<file path="config.mk">
export PLATFORM = sky130hd
export DESIGN_NAME = uart_rx_controller
export DESIGN_NICKNAME = d
export VERILOG_FILES = /design/src/rtl/uart_rx_controller.sv
export SDC_FILE = /design/constraint.sdc
export NUM_CORES = 1
export LEC_CHECK = 0
export CORE_ASPECT_RATIO = 0.8
export CORE_MARGIN = 5
export CORE_UTILIZATION = 45
export DETAILED_ROUTE_END_ITERATION = 6
export GPL_TIMING_DRIVEN = 0
export SETUP_SLACK_MARGIN = 0.3
export SLEW_MARGIN = 20
export SYNTH_ARGS = -nofsm -noshare
export SYNTH_HDL_FRONTEND = slang
export SYNTH_SLANG_ARGS = --single-unit
</file>
<file path="constraint.sdc">
create_clock -name clk_16bd -period 2.45 [get_ports clk_16bd]
set_input_delay 0.245 -clock clk_16bd [delete_from_list [all_inputs] [get_ports clk_16bd]]
set_output_delay 0.245 -clock clk_16bd [all_outputs]
set_load 0.02 [all_outputs]
</file>
<file path="src/rtl/uart_rx_controller.sv">
// Sequencing controller for the 16x-baud UART receive processor: frame-format
// configuration applied on an idle line, frame capture into a valid/ready FIFO.
module uart_rx_controller #(
    parameter int         DEPTH            = 8,
    parameter int         IDLE_TICKS       = 176,
    parameter logic [3:0] DEF_FRAME_LENGTH = 4'd8
) (
    input  logic       clk_16bd,
    input  logic       rst,
    input  logic       Rx,
    input  logic [8:0] frame,
    input  logic       frame_valid,
    input  logic       cfg_req,
    input  logic       cfg_parity,
    input  logic       cfg_parity_type,
    input  logic       cfg_stop_bits,
    input  logic [3:0] cfg_frame_length,
    output logic       cfg_busy,
    output logic       cfg_ack,
    output logic       cfg_err,
    output logic       parity,
    output logic       parity_type,
    output logic       stop_bits,
    output logic [3:0] frame_length,
    output logic       proc_rst,
    output logic [8:0] out_data,
    output logic       out_valid,
    input  logic       out_ready,
    output logic       overrun,
    input  logic       overrun_clr
);

    localparam int AW = $clog2(DEPTH);
    localparam int CW = AW + 1;
    localparam int IW = $clog2(IDLE_TICKS + 1);
    localparam logic [CW-1:0] FULL_CNT  = CW'(DEPTH);
    localparam logic [IW-1:0] IDLE_LAST = IW'(IDLE_TICKS - 1);

    typedef enum logic [1:0] {RUN, WAIT_IDLE, APPLY} state_t;

    state_t        state_q, state_d;
    logic [IW-1:0] idle_cnt_q, idle_cnt_d;
    logic          pend_parity_q, pend_parity_d;
    logic          pend_parity_type_q, pend_parity_type_d;
    logic          pend_stop_bits_q, pend_stop_bits_d;
    logic [3:0]    pend_frame_length_q, pend_frame_length_d;
    logic          parity_q, parity_d;
    logic          parity_type_q, parity_type_d;
    logic          stop_bits_q, stop_bits_d;
    logic [3:0]    frame_length_q, frame_length_d;
    logic          cfg_ack_q, cfg_ack_d;
    logic          cfg_err_q, cfg_err_d;
    logic          proc_rst_q, proc_rst_d;
    logic          fv_q, fv_d;
    logic          overrun_q, overrun_d;
    logic [AW-1:0] wr_ptr_q, wr_ptr_d;
    logic [AW-1:0] rd_ptr_q, rd_ptr_d;
    logic [CW-1:0] count_q, count_d;
    logic [8:0]    mem_q [DEPTH];
    logic [8:0]    mem_d [DEPTH];

    logic       capture, full, empty, push, pop, drop, apply_pulse, len_legal;
    logic [8:0] mask, masked_frame;

    assign capture   = frame_valid & ~fv_q;
    assign full      = (count_q == FULL_CNT);
    assign empty     = (count_q == '0);
    assign pop       = ~empty & out_ready;
    assign push      = capture & (~full | pop);
    assign drop      = capture & full & ~pop;
    assign len_legal = (cfg_frame_length >= 4'd5) && (cfg_frame_length <= 4'd9);

    always_comb begin
        mask = '0;
        for (int i = 0; i < 9; i++) begin
            mask[i] = (i < int'(frame_length_q));
        end
        masked_frame = frame & mask;
    end

    always_comb begin
        mem_d = mem_q;
        if (push) begin
            mem_d[wr_ptr_q] = masked_frame;
        end
        wr_ptr_d = push ? wr_ptr_q + AW'(1) : wr_ptr_q;
        rd_ptr_d = pop  ? rd_ptr_q + AW'(1) : rd_ptr_q;
        case ({push, pop})
            2'b10:   count_d = count_q + CW'(1);
            2'b01:   count_d = count_q - CW'(1);
            default: count_d = count_q;
        endcase
        overrun_d = drop | (overrun_q & ~overrun_clr);
        fv_d      = frame_valid;
    end

    // New config lands on the edge entering APPLY so it is visible alongside cfg_ack.
    always_comb begin
        state_d             = state_q;
        idle_cnt_d          = idle_cnt_q;
        pend_parity_d       = pend_parity_q;
        pend_parity_type_d  = pend_parity_type_q;
        pend_stop_bits_d    = pend_stop_bits_q;
        pend_frame_length_d = pend_frame_length_q;
        parity_d            = parity_q;
        parity_type_d       = parity_type_q;
        stop_bits_d         = stop_bits_q;
        frame_length_d      = frame_length_q;
        cfg_ack_d           = 1'b0;
        cfg_err_d           = 1'b0;
        apply_pulse         = 1'b0;
        case (state_q)
            RUN: begin
                if (cfg_req) begin
                    if (len_legal) begin
                        pend_parity_d       = cfg_parity;
                        pend_parity_type_d  = cfg_parity_type;
                        pend_stop_bits_d    = cfg_stop_bits;
                        pend_frame_length_d = cfg_frame_length;
                        idle_cnt_d          = '0;
                        state_d             = WAIT_IDLE;
                    end else begin
                        cfg_err_d = 1'b1;
                    end
                end
            end
            WAIT_IDLE: begin
                if (!Rx) begin
                    idle_cnt_d = '0;
                end else if (idle_cnt_q == IDLE_LAST) begin
                    state_d        = APPLY;
                    cfg_ack_d      = 1'b1;
                    apply_pulse    = 1'b1;
                    parity_d       = pend_parity_q;
                    parity_type_d  = pend_parity_type_q;
                    stop_bits_d    = pend_stop_bits_q;
                    frame_length_d = pend_frame_length_q;
                end else if (idle_cnt_q != '1) begin
                    idle_cnt_d = idle_cnt_q + IW'(1);
                end
            end
            APPLY:   state_d = RUN;
            default: state_d = RUN;
        endcase
        proc_rst_d = capture | apply_pulse;
    end

    always_ff @(posedge clk_16bd) begin
        if (rst) begin
            state_q             <= RUN;
            idle_cnt_q          <= '0;
            pend_parity_q       <= 1'b0;
            pend_parity_type_q  <= 1'b0;
            pend_stop_bits_q    <= 1'b0;
            pend_frame_length_q <= DEF_FRAME_LENGTH;
            parity_q            <= 1'b0;
            parity_type_q       <= 1'b0;
            stop_bits_q         <= 1'b0;
            frame_length_q      <= DEF_FRAME_LENGTH;
            cfg_ack_q           <= 1'b0;
            cfg_err_q           <= 1'b0;
            proc_rst_q          <= 1'b1;
            fv_q                <= 1'b0;
            overrun_q           <= 1'b0;
            wr_ptr_q            <= '0;
            rd_ptr_q            <= '0;
            count_q             <= '0;
            mem_q               <= '{default: '0};
        end else begin
            state_q             <= state_d;
            idle_cnt_q          <= idle_cnt_d;
            pend_parity_q       <= pend_parity_d;
            pend_parity_type_q  <= pend_parity_type_d;
            pend_stop_bits_q    <= pend_stop_bits_d;
            pend_frame_length_q <= pend_frame_length_d;
            parity_q            <= parity_d;
            parity_type_q       <= parity_type_d;
            stop_bits_q         <= stop_bits_d;
            frame_length_q      <= frame_length_d;
            cfg_ack_q           <= cfg_ack_d;
            cfg_err_q           <= cfg_err_d;
            proc_rst_q          <= proc_rst_d;
            fv_q                <= fv_d;
            overrun_q           <= overrun_d;
            wr_ptr_q            <= wr_ptr_d;
            rd_ptr_q            <= rd_ptr_d;
            count_q             <= count_d;
            mem_q               <= mem_d;
        end
    end

    assign cfg_busy     = (state_q != RUN);
    assign cfg_ack      = cfg_ack_q;
    assign cfg_err      = cfg_err_q;
    assign parity       = parity_q;
    assign parity_type  = parity_type_q;
    assign stop_bits    = stop_bits_q;
    assign frame_length = frame_length_q;
    assign proc_rst     = proc_rst_q;
    assign out_valid    = ~empty;
    assign out_data     = empty ? 9'h000 : mem_q[rd_ptr_q];
    assign overrun      = overrun_q;

endmodule

</file>
# After elaboration in Yosys (flattened, before gate mapping)

Cells that the tools add are included.
W data, S select, Z words.

Input bits: 23
Logic and storage cells: 111
Output and inout bits: 22
Bits in registers: 111

Bitwise gates (word level): 19
Reduce and logical (&&, ||, !) cells: 12
Multiplexer cells: 23
Magnitude comparators: 14
Add/subtract/negate cells: 5
Equal/unequal tests: 12

Operators by type and width:

| operator              | count |
|---|---|
| $bwmux W72            | 1 |
| $mux W8               | 5 |
| $mux W9               | 4 |
| $bmux W9 S3           | 1 |
| $demux W9 S3          | 1 |
| $lt A3 B4 Y1 const A  | 4 |
| $pmux W8 S2           | 1 |
| $and A9 B9 Y9         | 1 |
| $add A8 B1 Y8 const B | 1 |
| $eq A8 B8 Y1 const B  | 1 |
| $ge A4 B4 Y1 const B  | 2 |
| $lt A1 B4 Y1 const A  | 2 |
| $lt A2 B4 Y1 const A  | 2 |
| $mux W2               | 4 |
| $ne A2 B2 Y1 const B  | 4 |
| $ne A8 B8 Y1 const B  | 1 |
| $not A3 Y4            | 2 |
| $pmux W4 S2           | 1 |
| $not A1 Y1            | 7 |
| $add A3 B1 Y3 const B | 2 |
| $and A1 B1 Y1         | 6 |
| $ne A3 B3 Y1 const B  | 2 |
| $reduce_and A3 Y1     | 2 |
| $reduce_bool A2 Y1    | 3 |
| 18 further kinds      | 25 |

# Logic depth before layout (Yosys ltp)

Gate-level depths: netlist (run 1).

Depth after elaboration: 7
Mapped depth: 9
Gate-level depth less buffers: 8

# Worst setup path after synthesis (run 1)

No wires, ideal clock.

Kind: register -> register
Start point: reg count_q[1]
End point: reg count_q[2]
Cell stages (with the launch flop): 9
Arrival: 1.782 ns
Path slack: 0.540 ns
Setup time: 0.128 ns
Path buffers: 1
Cell sequence: dfxtp_1 -> buf_2 -> o41ai_4 -> nor2_1 -> xor2_1 -> ha_1 -> a32oi_1 -> xor2_1 -> nor2_1

Cells in the longest elaborated chain, start to end: 7

Ends and longest elaborated chain:

| what                                              | RTL line | text |
|---|---|---|
| start, declared                                   | 58       | `logic [CW-1:0] count_q, count_d;` |
| start signal, assigned                            | 187      | `count_q <= count_d;` |
| $logic_not A4 Y1                                  | 67       | `assign empty = (count_q == '0);` |
| $not A1 Y1                                        | 68       | `assign pop = ~empty & out_ready;` |
| $and A1 B1 Y1                                     | 68       |  |
| $or A1 B1 Y1                                      | 69       | `assign push = capture & (~full \| pop);` |
| $and A1 B1 Y1                                     | 69       |  |
| $eq A2 B1 Y1 or $eq A2 B2 Y1 (tied branches)      | 88       | `case ({push, pop})` |
| $pmux W4 S2 or $reduce_bool A2 Y1 (tied branches) | --       |  |

Parallel ways exist; a longest one is shown, timed or not.
A chain may end at the register's enable or synchronous reset.

# Final worst setup path (run 1)

Start point: reg rd_ptr_q[0]
End point: out out_data[1]

Cells in the longest elaborated chain, start to end: 5

Ends and longest elaborated chain:

| what                                        | RTL line | text |
|---|---|---|
| start, declared                             | 57       | `logic [AW-1:0] rd_ptr_q, rd_ptr_d;` |
| start signal, assigned                      | 186      | `rd_ptr_q <= rd_ptr_d;` |
| $not A3 Y4 (implied by the code)            | 201      | `assign out_data = empty ? 9'h000 : mem_q[rd_ptr_q];` |
| $bmux W9 S3                                 | 201      |  |
| $mux W9 (implied by the code) (2 in series) | 201      |  |
| $mux W9                                     | 201      |  |
| end, declared                               | 26       | `output logic [8:0] out_data,` |

Every way passes these cells. The select of a mux whose other input is x is not followed.

==> flow_summary_export.csv, run 1 <==
group,metric,value,unit
hold_path,timing.hold.worst.class,"reg2reg",
synth,postSynth.topFlopCell,"sky130_fd_sc_hd__dfxtp_1",
timing,relSlewSlack,23.5,%
critical_path,cp-start-kind,"register",
placed_design,detailed_place_hpwl,8540,µm
floorplanning,core_area,0.0107,mm²
floorplanning,floorplan.rows,34,
finish,fin_util,54.9,%
power,pwr_density_cell,766,mW/mm²
floorplanning,floorplan.die.width,126,µm
hold_path,hold_path_end,"mem_q[70]",
drt,antenna_left,0,
power,switching_power,1.30,mW
critical_path,criticalPathCategory,"reg2out",
floorplanning,die_outline_area,0.0130,mm²
drt,routed_via_count,3849,
power,leakage,2.22,nW
global_routing,wire_length_of_the_first_global_routing_pass,19700,µm
cts,clkSlewWorstSetupHoldPaths,70,ps
power,fraction_of_power_consumed_by_the_clock_network,31.0,%
critical_path,regToRegStartpoint,"count_q[0]",
timing,max_freq,0.463,GHz
critical_path,timing.critical_path.arrival,1910,ps
synth,postSynthCellCount,483,
global_routing,globalRouteOverflowTotal,0,
timing,layout_worst_path_cycle_share,88.1,%
critical_path,timing.reg2reg.worst_path_depth,6,
synth,synthesis_warning_total,0,
outcome,status,"finished, final reports clean",
finish,count_of_nets_after_finishing,575,
hold_path,timing.hold.worst.start,"mem_q[70]",
synth,synth_fp_nets,510,
cts,cts.sinks,111,
cts,postCtsHoldBufs,0,
global_routing,grt_pass1_vias,3791,
synth,postSynthRegisterBits,111,
power,power_report.internal_total,3.21,mW
floorplanning,num_io_pins,45,
drt,mean_routed_wirelength_per_cell,17.7,µm
finish,num-fill-cells,985,
timing,setup_viol_count_final,0,
flow_run,max_cap_viol_count,0,
finish,areaGrowthSynthToFinish,20.7,%
power,swShare,28.8,%
drt,drt-vias-per-instance,5.52,
power,power_frac_seq,43.1,%
timing,max_slew.worst_pin.slew,1130,ps
finish,multi_input_comb_area,0.00247,mm²
drt,drc,0,
timing,maxSlewViolCount,0,
global_routing,grt_start_max_net_pins,17,
synth,synthesis.area_per_instance,10.1,µm²
finish,combined_flip_flop_and_latch_cell_area,0.00222,mm²
cts,htree_levels,3,
drt,detail_route.first_pass.iterations,4,
synth,yosys.cell_types.count,59,
timing,timing.clock.skew,5.84,ps
hold_path,min_path_cells,2,
critical_path,r2r_slack,430,ps
global_routing,grt_util_all_layers,19.3,%
synth,synth_sequential_area_ratio,45.6,%
timing,holdWs,461,ps
synth,async_reset_ff_share,0,%
critical_path,cp_data_required_time,2200,ps
cts,clk_latency,340,ps
placed_design,routabilityCongestion,0.784,
timing,final-hold-violation-count,0,
power,vdd.ir_drop.worst,0.422,mV
critical_path,critical_path.reg2reg.endpoint,"mem_q[17]",
cts,tritoncts,"done",
global_routing,antenna_found_initial,0,
critical_path,cp-end-kind,"output port",
critical_path,cp_max_fo,8,
floorplanning,die_y_extent,103,µm
timing,rsz_0062_raised_after_global_routing,"true",
floorplanning,effective_utilization_at_floorplan,45.5,%
cts,cts.path.max_buffers,2,
synth,synth_edf_count,0,
timing,final.min_clock_period,2160,ps
finish,antennaDiodeCount,0,
synth,synthesis.area,0.00488,mm²
finish,layout-drive-gt1-share,15.2,%
drt,drt_iter0_markers,288,
drt,route.final.wire_length,12300,µm
placed_design,port_buffers,44,
power,comb_power_share,25.9,%
cts,cts-buffers-inserted,9,
cts,clock-root-buffer,"sky130_fd_sc_hd__clkbuf_16",
-- timing repair --
item | in CTS | in global routing
endpoints found under the setup margin | 10 | 12
buffers inserted | 7 | 2
endpoints found under the hold margin | 0 | 0
gates cloned | 0 | 1
pin swaps | 1 | 1
gates resized for setup | 49 | 4
-- logic make-up (layout without fill, tap and decap cells) --
family	after synthesis	after routing	share of synthesized area, %
buf+inv	42	112	4.18
xor+xnor	8	8	1.44
compound gates	82	82	11.0
fa+ha+maj	4	4	1.03
simple gates	165	165	17.6
flops	111	111	45.6
mux	71	71	19.2
-- layout make-up --
cell class | count | share of cell area, %
plain buffers | 35 | 3.70
clock buffers | 14 | 4.48
clock inverters | 2 | 0.234
inverters | 7 | 0.446
multi-input cells | 330 | 42.0
flip-flops and latches | 111 | 37.7
well taps | 144 | 3.06
repair buffers | 54 | 8.33
-- registers in the layout, indices dropped and copies added (netlist names) --
name                 count
parity_type              1
pend_parity_type_q       1
rd_ptr_q                 3
idle_cnt_q               8
cfg_ack                  1
overrun                  1
mem_q                   72
pend_stop_bits_q         1
count_q                  4
proc_rst                 1
state_q                  2
pend_parity_q            1
stop_bits                1
fv_q                     1
pend_frame_length_q      4
wr_ptr_q                 3
frame_length             4
parity                   1
cfg_err                  1
-- stage by stage --
step	cells	worst slack [ps]	instance area, µm²	TNS, ps	total power [mW]
2_1_floorplan	483	540	4880	0	2.64
3_3_place_gp	671	-242	5500	-1620	2.92
3_5_place_dp	671	-231	5500	-1520	2.93
4_1_cts	694	264	5830	0	4.47
5_1_grt	697	226	5890	0	4.72
6_report	697	291	5890	0	4.51
-- cell usage in the layout (no fill, tap or decap), types with 2 or more instances in the layout --
cell type / n
sky130_fd_sc_hd__dfxtp_1: 110
sky130_fd_sc_hd__mux2i_1: 52
sky130_fd_sc_hd__nand3_1: 51
sky130_fd_sc_hd__o21ai_0: 48
sky130_fd_sc_hd__nor2_1: 42
sky130_fd_sc_hd__nand2_1: 40
sky130_fd_sc_hd__clkdlybuf4s50_1: 35
sky130_fd_sc_hd__clkbuf_1: 21
sky130_fd_sc_hd__mux4_2: 18
sky130_fd_sc_hd__buf_2: 12
sky130_fd_sc_hd__buf_4: 11
sky130_fd_sc_hd__clkbuf_16: 10
sky130_fd_sc_hd__inv_1: 7
sky130_fd_sc_hd__xor2_1: 6
sky130_fd_sc_hd__a21oi_1: 5
sky130_fd_sc_hd__nor2b_1: 4
sky130_fd_sc_hd__a211oi_1: 4
sky130_fd_sc_hd__buf_6: 4
sky130_fd_sc_hd__o21a_1: 4
sky130_fd_sc_hd__ha_1: 4
sky130_fd_sc_hd__clkbuf_8: 3
sky130_fd_sc_hd__buf_1: 3
sky130_fd_sc_hd__buf_12: 2
sky130_fd_sc_hd__and3_1: 2
sky130_fd_sc_hd__and3b_1: 2
sky130_fd_sc_hd__nand4_1: 2
sky130_fd_sc_hd__xnor2_1: 2
sky130_fd_sc_hd__a32oi_1: 2
sky130_fd_sc_hd__o211ai_1: 2
sky130_fd_sc_hd__or2_2: 2
sky130_fd_sc_hd__and4bb_1: 2
sky130_fd_sc_hd__nand4b_2: 2
sky130_fd_sc_hd__a311oi_1: 2
-- per-layer routing --
metal | wire [µm] | track usage, %
met5 | 0 | 0
met4 | 158 | 5.44
met3 | 789 | 4.30
met2 | 5590 | 30.1
met1 | 5810 | 27.1
-- critical path, cell delays in order (launching register included) --
cell and delay (ps):
sky130_fd_sc_hd__dfxtp_2 350, sky130_fd_sc_hd__buf_12 140, sky130_fd_sc_hd__buf_12 130, sky130_fd_sc_hd__mux4_2 540
sky130_fd_sc_hd__mux2i_2 190, sky130_fd_sc_hd__nor2_1 60, sky130_fd_sc_hd__buf_2 160
-- power by group through the flow --
stage	clock network [mW]	registers, mW	logic, mW
after floorplan	0	1.96	0.674
after global placement	0	1.97	0.948
after detailed placement	0	1.97	0.956
after CTS	1.42	1.94	1.10
after global routing	1.50	1.95	1.27
final	1.40	1.94	1.17
-- worst max path at each step --
stage / from / endpoint
2_1_floorplan: count_q[1] / count_q[2]
6_report: rd_ptr_q[0] / out_data[1]
3_3_place_gp: rd_ptr_q[1] / out_data[1]
5_1_grt: rd_ptr_q[0] / out_data[1]
4_1_cts: rd_ptr_q[0] / out_data[1]
3_5_place_dp: rd_ptr_q[1] / out_data[1]
-- Yosys cell counts (all sizes together) (6+ instances only) --
master | number | area, µm²
mux2i | 53 | 531
o21ai | 48 | 240
nand3 | 52 | 273
mux4 | 18 | 405
nor2 | 42 | 158
clkbuf | 21 | 81.3
buf | 14 | 96.3
dfxtp | 111 | 2220
xor2 | 6 | 52.6
inv | 7 | 26.3
nand2 | 41 | 154
a21oi | 6 | 33.8
No activity file was read; power rests on OpenSTA's default activity.
==> inputs of run 2 (changes only) <==
PLACE_DENSITY = 0.64   (was not set)
SLEW_MARGIN = not set   (was 20)
==> flow_summary_export.csv, run 2 (synthesized netlist as in run 1, its figures left out) <==
group,metric,value,unit
drt,routed_via_count,3838,
floorplanning,effective_utilization_at_floorplan,45.5,%
critical_path,worst-path-buf-inv,4,
finish,largestRegisters,"mem_q: 72 flops, idle_cnt_q: 8 flops",
cts,postCtsHoldBufs,0,
global_routing,globalRouteOverflowTotal,0,
cts,cts.sinks,111,
drt,drt_iter0_markers,222,
drt,drc,0,
finish,count_of_nets_after_finishing,575,
drt,route.final.wire_length,12200,µm
critical_path,cp_data_required_time,2200,ps
timing,setup_viol_count_final,0,
power,pwr_density_cell,784,mW/mm²
critical_path,timing.critical_path.arrival,1890,ps
critical_path,cp-end-kind,"output port",
critical_path,criticalPathCategory,"reg2out",
global_routing,wire_length_of_the_first_global_routing_pass,19200,µm
cts,clock-root-buffer,"sky130_fd_sc_hd__clkbuf_16",
floorplanning,floorplan.die.width,126,µm
finish,antennaDiodeCount,0,
placed_design,port_buffers,44,
placed_design,routabilityCongestion,0.804,
drt,antenna_left,0,
floorplanning,die_outline_area,0.0130,mm²
cts,clkSlewWorstSetupHoldPaths,70,ps
finish,layout-drive-gt1-share,15.7,%
finish,layout_common_cells,"sky130_fd_sc_hd__dfxtp_1 (110), sky130_fd_sc_hd__mux2i_1 (51), sky130_fd_sc_hd__nand3_1 (51), sky130_fd_sc_hd__o21ai_0 (48), sky130_fd_sc_hd__nor2_1 (42)",
power,power,4.66,mW
hold_path,timing.hold.worst.class,"reg2reg",
floorplanning,floorplan.rows,34,
critical_path,cells_along_the_critical_path,"buf_8, buf_12, buf_4, mux4_2, mux2i_1, nor2_1, buf_2",
floorplanning,die_y_extent,103,µm
floorplanning,num_io_pins,45,
placed_design,detailed_place_hpwl,8420,µm
global_routing,antenna_found_initial,0,
timing,final.min_clock_period,2130,ps
critical_path,cp_max_fo,5,
timing,maxSlewViolCount,0,
timing,rsz_0062_raised_after_global_routing,"true",
global_routing,grt_start_max_net_pins,18,
finish,num-fill-cells,966,
cts,cts-buffers-inserted,9,
critical_path,crit_slowest_cell,"sky130_fd_sc_hd__mux4_2",
finish,areaGrowthSynthToFinish,21.8,%
power,leakage,2.23,nW
cts,htree_levels,3,
finish,largest_register_ff_count,72,
timing,relSlewSlack,25.7,%
critical_path,crit_path_max_incr_delay,490,ps
power,vdd.ir_drop.worst,0.438,mV
global_routing,grt_pass1_vias,3695,
drt,mean_routed_wirelength_per_cell,17.5,µm
cts,cts.path.max_buffers,2,
flow_run,max_cap_viol_count,0,
cts,tritoncts,"done",
floorplanning,core_area,0.0107,mm²
cts,clk_latency,340,ps
timing,holdWs,461,ps
timing,final-hold-violation-count,0,
timing,timing.clock.skew,8.31,ps
outcome,status,"finished, final reports clean",
global_routing,grt_util_all_layers,19.0,%
critical_path,critical-path-top-delay-family,"multiplexers",
finish,largest-register,"mem_q",
drt,drt-vias-per-instance,5.51,
timing,max_freq,0.469,GHz
timing,max_slew.worst_pin.slew,1100,ps
finish,layout.cells.most_common,"sky130_fd_sc_hd__dfxtp_1",
drt,detail_route.first_pass.iterations,5,
timing,layout_worst_path_cycle_share,87.1,%
critical_path,cp-start-kind,"register",
-- run 2: area by class of cell --
type / instances / area [µm²] / share of cell area, %
Sequential cell: 111 / 2220 / 37.4
Clock buffer: 12 / 246 / 4.15
Tap cell: 144 / 180 / 3.03
Buffer: 35 / 213 / 3.58
Timing Repair Buffer: 54 / 515 / 8.68
Clock inverter: 4 / 53.8 / 0.905
Multi-Input combinational cell: 330 / 2480 / 41.8
Inverter: 7 / 26.3 / 0.442
-- run 2: routing by layer --
metal / share of wire, % / routed length (µm) / up-vias / GRT usage [%]
met3: 6.6 / 808 / 20 / 5.08
li1: - / - / 1871 / -
met1: 47 / 5690 / 1839 / 25.8
met5: 0 / 0 / - / 0
met4: 1.9 / 231 / 0 / 6.02
met2: 45 / 5440 / 108 / 29.7
-- run 2: final timing paths --
| kind | start | to | slack [ps] | cells after the start |
|---|---|---|---|---|
| setup / recovery | rd_ptr_q[0] | out_data[7] | 320 | 7 |
| hold / removal | mem_q[67] | mem_q[67] | 460 | 2 |
| setup reg to reg | count_q[0] | mem_q[17] | 470 | 6 |
| hold reg to reg | mem_q[67] | mem_q[67] | 460 | 2 |
-- run 2: worst reg2reg max path, stage by stage (launching register included) --
cell and delay (ps):
sky130_fd_sc_hd__dfxtp_1 580, sky130_fd_sc_hd__nor3_4 120, sky130_fd_sc_hd__a21boi_4 240, sky130_fd_sc_hd__nand4b_2 310, sky130_fd_sc_hd__clkbuf_1 330, sky130_fd_sc_hd__nand3_1 140
sky130_fd_sc_hd__o21ai_0 90
-- run 2: through the flow --
| stage | utilization [%] | cells | cell area [µm²] | setup WS [ps] | TNS (ps) |
|---|---|---|---|---|---|
| 2_1_floorplan | - | 483 | 4880 | 540 | 0 |
| 3_3_place_gp | 51.3 | 671 | 5500 | -188 | -1360 |
| 3_5_place_dp | 51.3 | 671 | 5500 | -250 | -1940 |
| 4_1_cts | 54.9 | 693 | 5890 | 204 | 0 |
| 5_1_grt | 55.4 | 697 | 5940 | 232 | 0 |
| 6_report | 55.4 | 697 | 5940 | 317 | 0 |
-- run 2: timing repair --
action | CTS | global route
endpoints found under the setup margin | 10 | 21
setup buffers | 6 | 3
pin swaps | 1 | 1
cloned | 0 | 1
gates resized for setup | 47 | 8
-- run 2: power breakdown --
| part | internal [mW] | total (mW) | switching (mW) |
|---|---|---|---|
| sequential | 1.87 | 1.94 | 0.0722 |
| combinational | 0.633 | 1.23 | 0.596 |
| clock | 0.828 | 1.49 | 0.659 |
